[config.mk]
export PLATFORM = sky130hd
export DESIGN_NAME = fifo_stream_out
export DESIGN_NICKNAME = d
export VERILOG_FILES = /design/src/rtl/fifo_stream_out_pkg.sv /design/src/rtl/fifo_stream_out_skid_buffer2.sv /design/src/rtl/fifo_stream_out.sv
export SDC_FILE = /design/constraint.sdc
export NUM_CORES = 1
export LEC_CHECK = 0
export ABC_AREA = 1
export ABC_CLOCK_PERIOD_IN_PS = 1800
export BUFFER_PORTS_ARGS = -buffer_cell sky130_fd_sc_hd__buf_2
export CAP_MARGIN = 20
export CORE_UTILIZATION = 53
export CTS_CLUSTER_SIZE = 14
export DETAILED_ROUTE_END_ITERATION = 16
export HOLD_SLACK_MARGIN = 0.15
export PLACE_DENSITY = 0.9
export SLEW_MARGIN = 20
export SYNTH_ARGS = -nofsm -noshare
export SYNTH_HDL_FRONTEND = slang
export SYNTH_HIERARCHICAL = 1
export SYNTH_SLANG_ARGS = --single-unit
export TNS_END_PERCENT = 20
[constraint.sdc]
create_clock -name clk -period 1.8 [get_ports clk]
set_clock_uncertainty 0.1 [all_clocks]
set_input_delay 0.36 -clock clk [delete_from_list [all_inputs] [get_ports clk]]
set_output_delay 0.36 -clock clk [all_outputs]
set_load 0.01 [all_outputs]
[src/rtl/fifo_stream_out_pkg.sv]
`default_nettype none
// ============================================================================
// fifo_stream_out_pkg : shared constants and helpers for the fifo drain stage
// Revision : 1.0
// ============================================================================
package fifo_stream_out_pkg;

    localparam int CNT_W = 2;

    localparam logic [CNT_W-1:0] CNT_EMPTY = 2'd0;
    localparam logic [CNT_W-1:0] CNT_ONE   = 2'd1;
    localparam logic [CNT_W-1:0] CNT_FULL  = 2'd2;

    function automatic logic cnt_has_room(input logic [CNT_W-1:0] cnt);
        return (cnt < CNT_FULL);
    endfunction

endpackage : fifo_stream_out_pkg
`default_nettype wire

[src/rtl/fifo_stream_out_skid_buffer2.sv]
`default_nettype none
// ============================================================================
// skid_buffer2 : two-entry registered valid/ready buffer with flush
// Revision : 1.0
// ============================================================================
module skid_buffer2
    import fifo_stream_out_pkg::*;
#(
    parameter int DATA_WIDTH = 32
) (
    input  logic                  clk,
    input  logic                  reset,
    input  logic                  flush_i,
    input  logic                  in_valid_i,
    input  logic [DATA_WIDTH-1:0] in_data_i,
    output logic                  in_ready_o,
    output logic                  out_valid_o,
    output logic [DATA_WIDTH-1:0] out_data_o,
    input  logic                  out_ready_i,
    output logic [CNT_W-1:0]      count_o
);

    logic [DATA_WIDTH-1:0] ent0_q, ent0_d;
    logic [DATA_WIDTH-1:0] ent1_q, ent1_d;
    logic [CNT_W-1:0]      count_q, count_d;
    logic                  w_push;
    logic                  w_take;

    // in_ready depends only on count, so the upstream pop never sees out_ready.
    assign in_ready_o  = cnt_has_room(count_q);
    assign out_valid_o = (count_q != CNT_EMPTY);
    assign out_data_o  = ent0_q;
    assign count_o     = count_q;

    assign w_push = in_valid_i && in_ready_o;
    assign w_take = out_valid_o && out_ready_i;

    always_comb begin
        ent0_d  = ent0_q;
        ent1_d  = ent1_q;
        count_d = count_q;
        if (flush_i) begin
            count_d = CNT_EMPTY;
        end else begin
            case ({w_push, w_take})
                2'b10: begin
                    if (count_q == CNT_EMPTY) ent0_d = in_data_i;
                    else                      ent1_d = in_data_i;
                    count_d = count_q + CNT_ONE;
                end
                2'b01: begin
                    ent0_d  = ent1_q;
                    count_d = count_q - CNT_ONE;
                end
                // Push implies count < 2 and take implies count > 0, so count is 1.
                2'b11: ent0_d = in_data_i;
                default: ;
            endcase
        end
    end

    always_ff @(posedge clk or negedge reset) begin
        if (!reset) begin
            ent0_q  <= '0;
            ent1_q  <= '0;
            count_q <= CNT_EMPTY;
        end else begin
            ent0_q  <= ent0_d;
            ent1_q  <= ent1_d;
            count_q <= count_d;
        end
    end

endmodule : skid_buffer2
`default_nettype wire

[src/rtl/fifo_stream_out.sv]
`default_nettype none
// ============================================================================
// fifo_stream_out : drains a FWFT fifo onto a registered valid/ready stream
// Revision : 1.0
// ============================================================================
module fifo_stream_out
    import fifo_stream_out_pkg::*;
#(
    parameter int DATA_WIDTH = 32
) (
    input  logic                  clk,
    input  logic                  reset,
    input  logic [DATA_WIDTH-1:0] fifo_read_data,
    input  logic                  fifo_empty,
    output logic                  fifo_rdEn,
    output logic                  fifo_peek,
    input  logic                  flush,
    output logic [DATA_WIDTH-1:0] out_data,
    output logic                  out_valid,
    input  logic                  out_ready,
    output logic [1:0]            occupancy
);

    logic w_head_avail;
    logic w_buf_ready;

    // Gating with reset keeps the pop strobe low while reset is asserted.
    assign w_head_avail = reset && !fifo_empty && !flush;
    assign fifo_rdEn    = w_head_avail && w_buf_ready;
    assign fifo_peek    = 1'b0;

    skid_buffer2 #(
        .DATA_WIDTH (DATA_WIDTH)
    ) u_buf (
        .clk         (clk),
        .reset       (reset),
        .flush_i     (flush),
        .in_valid_i  (w_head_avail),
        .in_data_i   (fifo_read_data),
        .in_ready_o  (w_buf_ready),
        .out_valid_o (out_valid),
        .out_data_o  (out_data),
        .out_ready_i (out_ready),
        .count_o     (occupancy)
    );

endmodule : fifo_stream_out
`default_nettype wire

-- Word level (Yosys, flattened, before mapping)
Cells that the tools add are included.
- output and inout port bits: 37
- bits in registers: 66
- bits of input ports: 37
- bitwise gates (word level): 2
- order comparisons: 1
- reductions and logical operators: 12
- equality and inequality tests: 4
- muxes and demuxes: 4
- add/sub/neg operators: 2
- operators by type and width (cell ; number):
    one-hot mux 32 bit (3 select lines) ; 1
    two-way mux 32 bit ; 1
    AND reduction 3 bit ; 2
    nonzero test 3 bit ; 2
    equality test 2 bit, second input constant ; 2
    logical AND 1 bit ; 4
    one-hot mux 2 bit (2 select lines) ; 1
    adder 2 x 1 -> 2 bit, second input constant ; 1
    equality test 2 x 1 -> 1 bit, second input constant ; 1
    zero test 1 bit ; 2
    zero test 2 bit ; 1
    < comparator 2 bit, second input constant ; 1
    two-way mux 2 bit ; 1
    inequality test 2 x 1 -> 1 bit, second input constant ; 1
    NOT 1 bit ; 2
    nonzero test 2 bit ; 1
    subtractor 2 x 1 -> 2 bit, second input constant ; 1

-- Longest topological paths before layout
- depth in word-level cells: 7
- mapped depth: 12
- mapped depth without buffers: 11

-- Cells and area by module
The synthesis kept the hierarchy.
- by module, submodules not included (module ; times used ; cells each ; area an instance (um^2)):
    skid_buffer2 ; 1 ; 367 ; 3007.9
    fifo_stream_out ; 1 ; 8 ; 42.5

-- Worst setup path after synthesis
OpenSTA, ideal clock, no wires.
- path type: register to register
- start: register u_buf.count_q[1], in the netlist u_buf/count_o[1]
- end: register u_buf.ent0_q[10], in the netlist u_buf/out_data_o[10]
- period minus slack after synthesis: 1.401 ns
- cell stages (with the launch flop): 8
- path buffers: 1
- arrival time: 1.185 ns
- setup slack: 0.399 ns
- setup time: 0.116 ns
- data required time: 1.584 ns
- cell sequence: dfrtp_1 > inv_2 > nand2_2 > nand3_4 > clkbuf_1 > o21ai_0 > nand2_1 > nand2_1
- word-level cells in the longest chain between the ends: 5
- elaborated cells between the ends (all ways): 12
- those cells by class: order compare (1); eq/ne (4); mux (1); reduce/logical (6)
- ends and longest elaborated chain (element ; line ; source):
    start: declaration ; fifo_stream_out_skid_buffer2.sv:25 ; logic [CNT_W-1:0] count_q, count_d;
    start signal: assignment ; fifo_stream_out_skid_buffer2.sv:70 ; count_q <= count_d;
    < comparator 2 bit * ; fifo_stream_out_pkg.sv:15 ; return (cnt < CNT_FULL);
    named net w_buf_ready ; fifo_stream_out.sv:25 ; logic w_buf_ready;
    logical AND 1 bit * ; fifo_stream_out_skid_buffer2.sv:35 ; assign w_push = in_valid_i && in_ready_o;
    equality test 2 bit / equality test 2 x 1 -> 1 bit (equally long branches) ; fifo_stream_out_skid_buffer2.sv:45 ; case ({w_push, w_take})
    inequality test 2 x 1 -> 1 bit (no line) / nonzero test 3 bit (equally long branches) ; - ;
    AND reduction 3 bit (no line) ; - ;
    end signal: assignment ; fifo_stream_out_skid_buffer2.sv:68 ; ent0_q <= ent0_d;
    end: declaration ; fifo_stream_out_skid_buffer2.sv:23 ; logic [DATA_WIDTH-1:0] ent0_q, ent0_d;
Mark *: on every way through the listed nets, which the timed path passes. The rest lies on a longest branch.
A chain may end at the register's enable or synchronous reset.

-- Worst setup path in the final report
- start: register u_buf.count_q[1], in the netlist u_buf/count_o[1]
- end: register u_buf.ent0_q[2], in the netlist u_buf/out_data_o[2]
Same word-level chain as after synthesis.

==> Implementation_results.wiki <==
{| class="wikitable"
! Metric !! Value
|-
| Run status || finished clean
|-
| Insertion delay of the later-clocked pin in the worst-skew pair || 320 ps
|-
| Die X-Extent || 77.9 um
|-
| Setup Buffers After CTS || 0
|-
| Post-synthesis to final-layout area growth || 18.9%
|-
| Type of the most critical hold path || input port to async pin
|-
| Avg Synthesized Cell Area || 8.13 um^2
|-
| Wire per inst || between 10 and 15 um
|-
| Cell type contributing the most total cell area after synthesis || dfrtp_1
|-
| Remaining global-route overflow || 0
|-
| Seq/Total Area, Yosys || 54.1%
|-
| Pin count of the biggest net entering global routing || 67
|-
| Hold violation count in the final report || 0
|-
| Critical Path RT || approximately 2000 ps
|-
| Worst-path maximum fanout || 32
|-
| Proportion of netlist area held by the largest area contributor || 54.1%
|-
| Flip-flop and latch count after synthesis || 66
|-
| Peak Freq || approximately 600 MHz
|-
| Input/output buffers || 72
|-
| Total count of max-transition violations in the final report || 0
|-
| DRC marker count from the first detailed-route iteration || roughly 170
|-
| Crit. Startpoint || u_buf/count_o[1]
|-
| Final wirelength || 6220 um
|-
| Cells after DPL || roughly 500
|-
| Number of instances in the synthesized netlist || 375
|-
| Critical path data arrival time || 1820 ps
|-
| Number of setup violations in the final report || 0
|-
| Worst setup slack after layout || 141 ps
|-
| Antenna violations before repair || 0
|-
| Measured slew at the worst slew-check pin || 825 ps
|-
| Minimum period implied by the final worst setup slack || 1660 ps
|-
| Antenna viol nets, final || 0
|-
| CTS tree || done
|-
| Vertical die dimension || 77.9 um
|-
| Final Instance Count excl. Fillers || 521
|-
| Critical Path Start Type || register
|-
| Dominant cells by area after synthesis || dfrtp_1, nand2_1, a21oi_1
|-
| Ratio of cells with drive above 1 in the final layout || 24.3%
|-
| Drt via density || approximately 5.0
|-
| Count of max-cap constraint violations || 0
|-
| Clock input transition at the sequential cells of the worst setup and hold paths || ~70 ps
|-
| Most common cell after layout, fill and taps aside || nand2_1
|-
| Type of the worst setup path || register to register
|-
| Clock Sinks || 66
|-
| I/O Pins || 74
|-
| Clock Path Buffers || 2
|-
| Worst-case vdd ir drop || just over 0.7 mV
|-
| TritonCTS buffer count || 9
|-
| Total standard cell area after synthesis || 3050 um^2
|-
| Highest-count cells in the layout ignoring fill and taps || nand2_1, buf_2, dfrtp_1
|-
| Overall fraction of global-route tracks in use || 22.4%
|-
| Nets || a little under 500
|-
| Count of filler cells inserted in the layout || 478
|-
| Start of the worst register-to-register path || u_buf/count_o[1]
|-
| Area of the core || 5540 um^2
|-
| Wire length of the first global-routing pass || 10400 um
|-
| DIE AREA || 6060 um^2
|-
| 1st-pass router iterations || 4
|-
| Yosys warns || 6
|-
| Starting density of the core || 55.1%
|-
| CTS hold repair buffers || 0
|-
| Via count of the first global-routing pass || between 2k and 2.5k
|-
| Worst slew margin relative to its limit || 45.0%
|-
| Worst Setup End Kind || register
|-
| Clock Tree Root || clkbuf_8
|-
| Number of antenna repair diodes || 0
|-
| Number of different library cells in the post-synthesis netlist || 24
|-
| Post-CTS resize count || 0
|-
| Final weighted congestion of routability-driven global placement || 0.818
|-
| Static leakage power || 2.16 nW
|-
| Register-to-register setup slack || ~140 ps
|-
| Number of rows created at floorplan || 27
|-
| Unrepaired setup endpoints after global routing || no
|-
| Number of remaining DRC errors || 0
|-
| Power per standard cell area || 1200 nW/um^2
|-
| Sum of net half-perimeters after detailed placement || 4300 um
|-
| Share of the cycle needed by the critical path after routing || 92.2%
|-
| Post-synthesis net count || 412
|-
| Vias || between 2k and 3k
|-
| CTS HTree Levels || 3
|-
| Setup Slack @ Placement || -7.82 ps
|}
## where the power goes
group	switching, W	internal (W)	leakage [nW]
registers	0.000189	0.00188	0.725
logic	0.000672	0.000479	1.34
clock network	0.000513	0.000618	0.0918
## worst paths after layout
path / cells after the start / to
worst max-delay path: 9 / u_buf/out_data_o[2]
worst min-delay path: 2 / u_buf/out_data_o[2]
worst max register to register: 9 / u_buf/out_data_o[2]
worst min register to register: 2 / u_buf/out_data_o[11]
max in group asynchronous: 2 / u_buf/out_data_o[12]
min in group clk: 3 / u_buf/ent1_q[9]
## cell families after synthesis
kind of cell / Yosys count / share of synthesized area [%]
other cells: 1 / 0.123
compound gates: 65 / 11.2
simple gates: 180 / 24.3
flops: 66 / 54.1
buf+inv: 62 / 10.0
xor+xnor: 1 / 0.287
## critical path, stage by stage, from the launching register on
cell,delay [ps]
dfrtp_1,440
inv_2,120
nand2_2,90
inv_2,100
nand2_1,70
nand2_2,80
nand2_4,110
inv_4,300
nand2_1,110
nand2_1,80
## synthesized netlist by cell type
master	instances
inv_2	3
buf_2	8
nor2_2	1
nor2_1	32
dfrtp_1	66
nand3_1	2
nand3_2	1
buf_4	4
nand4_1	1
nand2_1	137
xor2_1	1
nand4_4	1
nand2_4	2
o21ai_2	4
o21ai_0	13
o21ai_1	15
nand2_2	2
a21oi_1	33
inv_4	1
conb_1	1
buf_6	6
inv_1	38
nand3_4	1
clkbuf_1	2
## cell type report
| class | instances | area (um^2) | share of cell area, % |
|---|---|---|---|
| multi-input combinational | 247 | 1090 | 30.2 |
| inverter | 42 | 160 | 4.42 |
| clock buffer | 10 | 128 | 3.52 |
| sequential | 66 | 1650 | 45.5 |
| tap | 72 | 90.1 | 2.48 |
| timing repair buffer | 80 | 458 | 12.6 |
| clock inverter | 4 | 45.0 | 1.24 |
## flip-flops by register name, indices dropped and copies added, names as in the netlist
name and count:
u_buf/out_data_o 32, u_buf/ent1_q 32, u_buf/count_o 2
## stage by stage
step	power (W)	area (um^2)	TNS (ps)	utilization [%]	hold slack, ps
floorplan	0.00275	3050	0	-	-35.6
global placement	0.00320	3450	0	62.3	356
detailed placement	0.00326	3450	-7.82	62.3	360
CTS	0.00440	3630	0	65.4	173
global route	0.00464	3630	0	65.4	201
finish	0.00435	3630	0	65.4	138
## per-layer routing
layer	global-route usage, %	part of all wire, %
met1	26.6	44
met5	0	0
met3	4.71	4.5
met4	7.55	0.76
met2	40.1	51
Power figures use the tool's default switching activity.
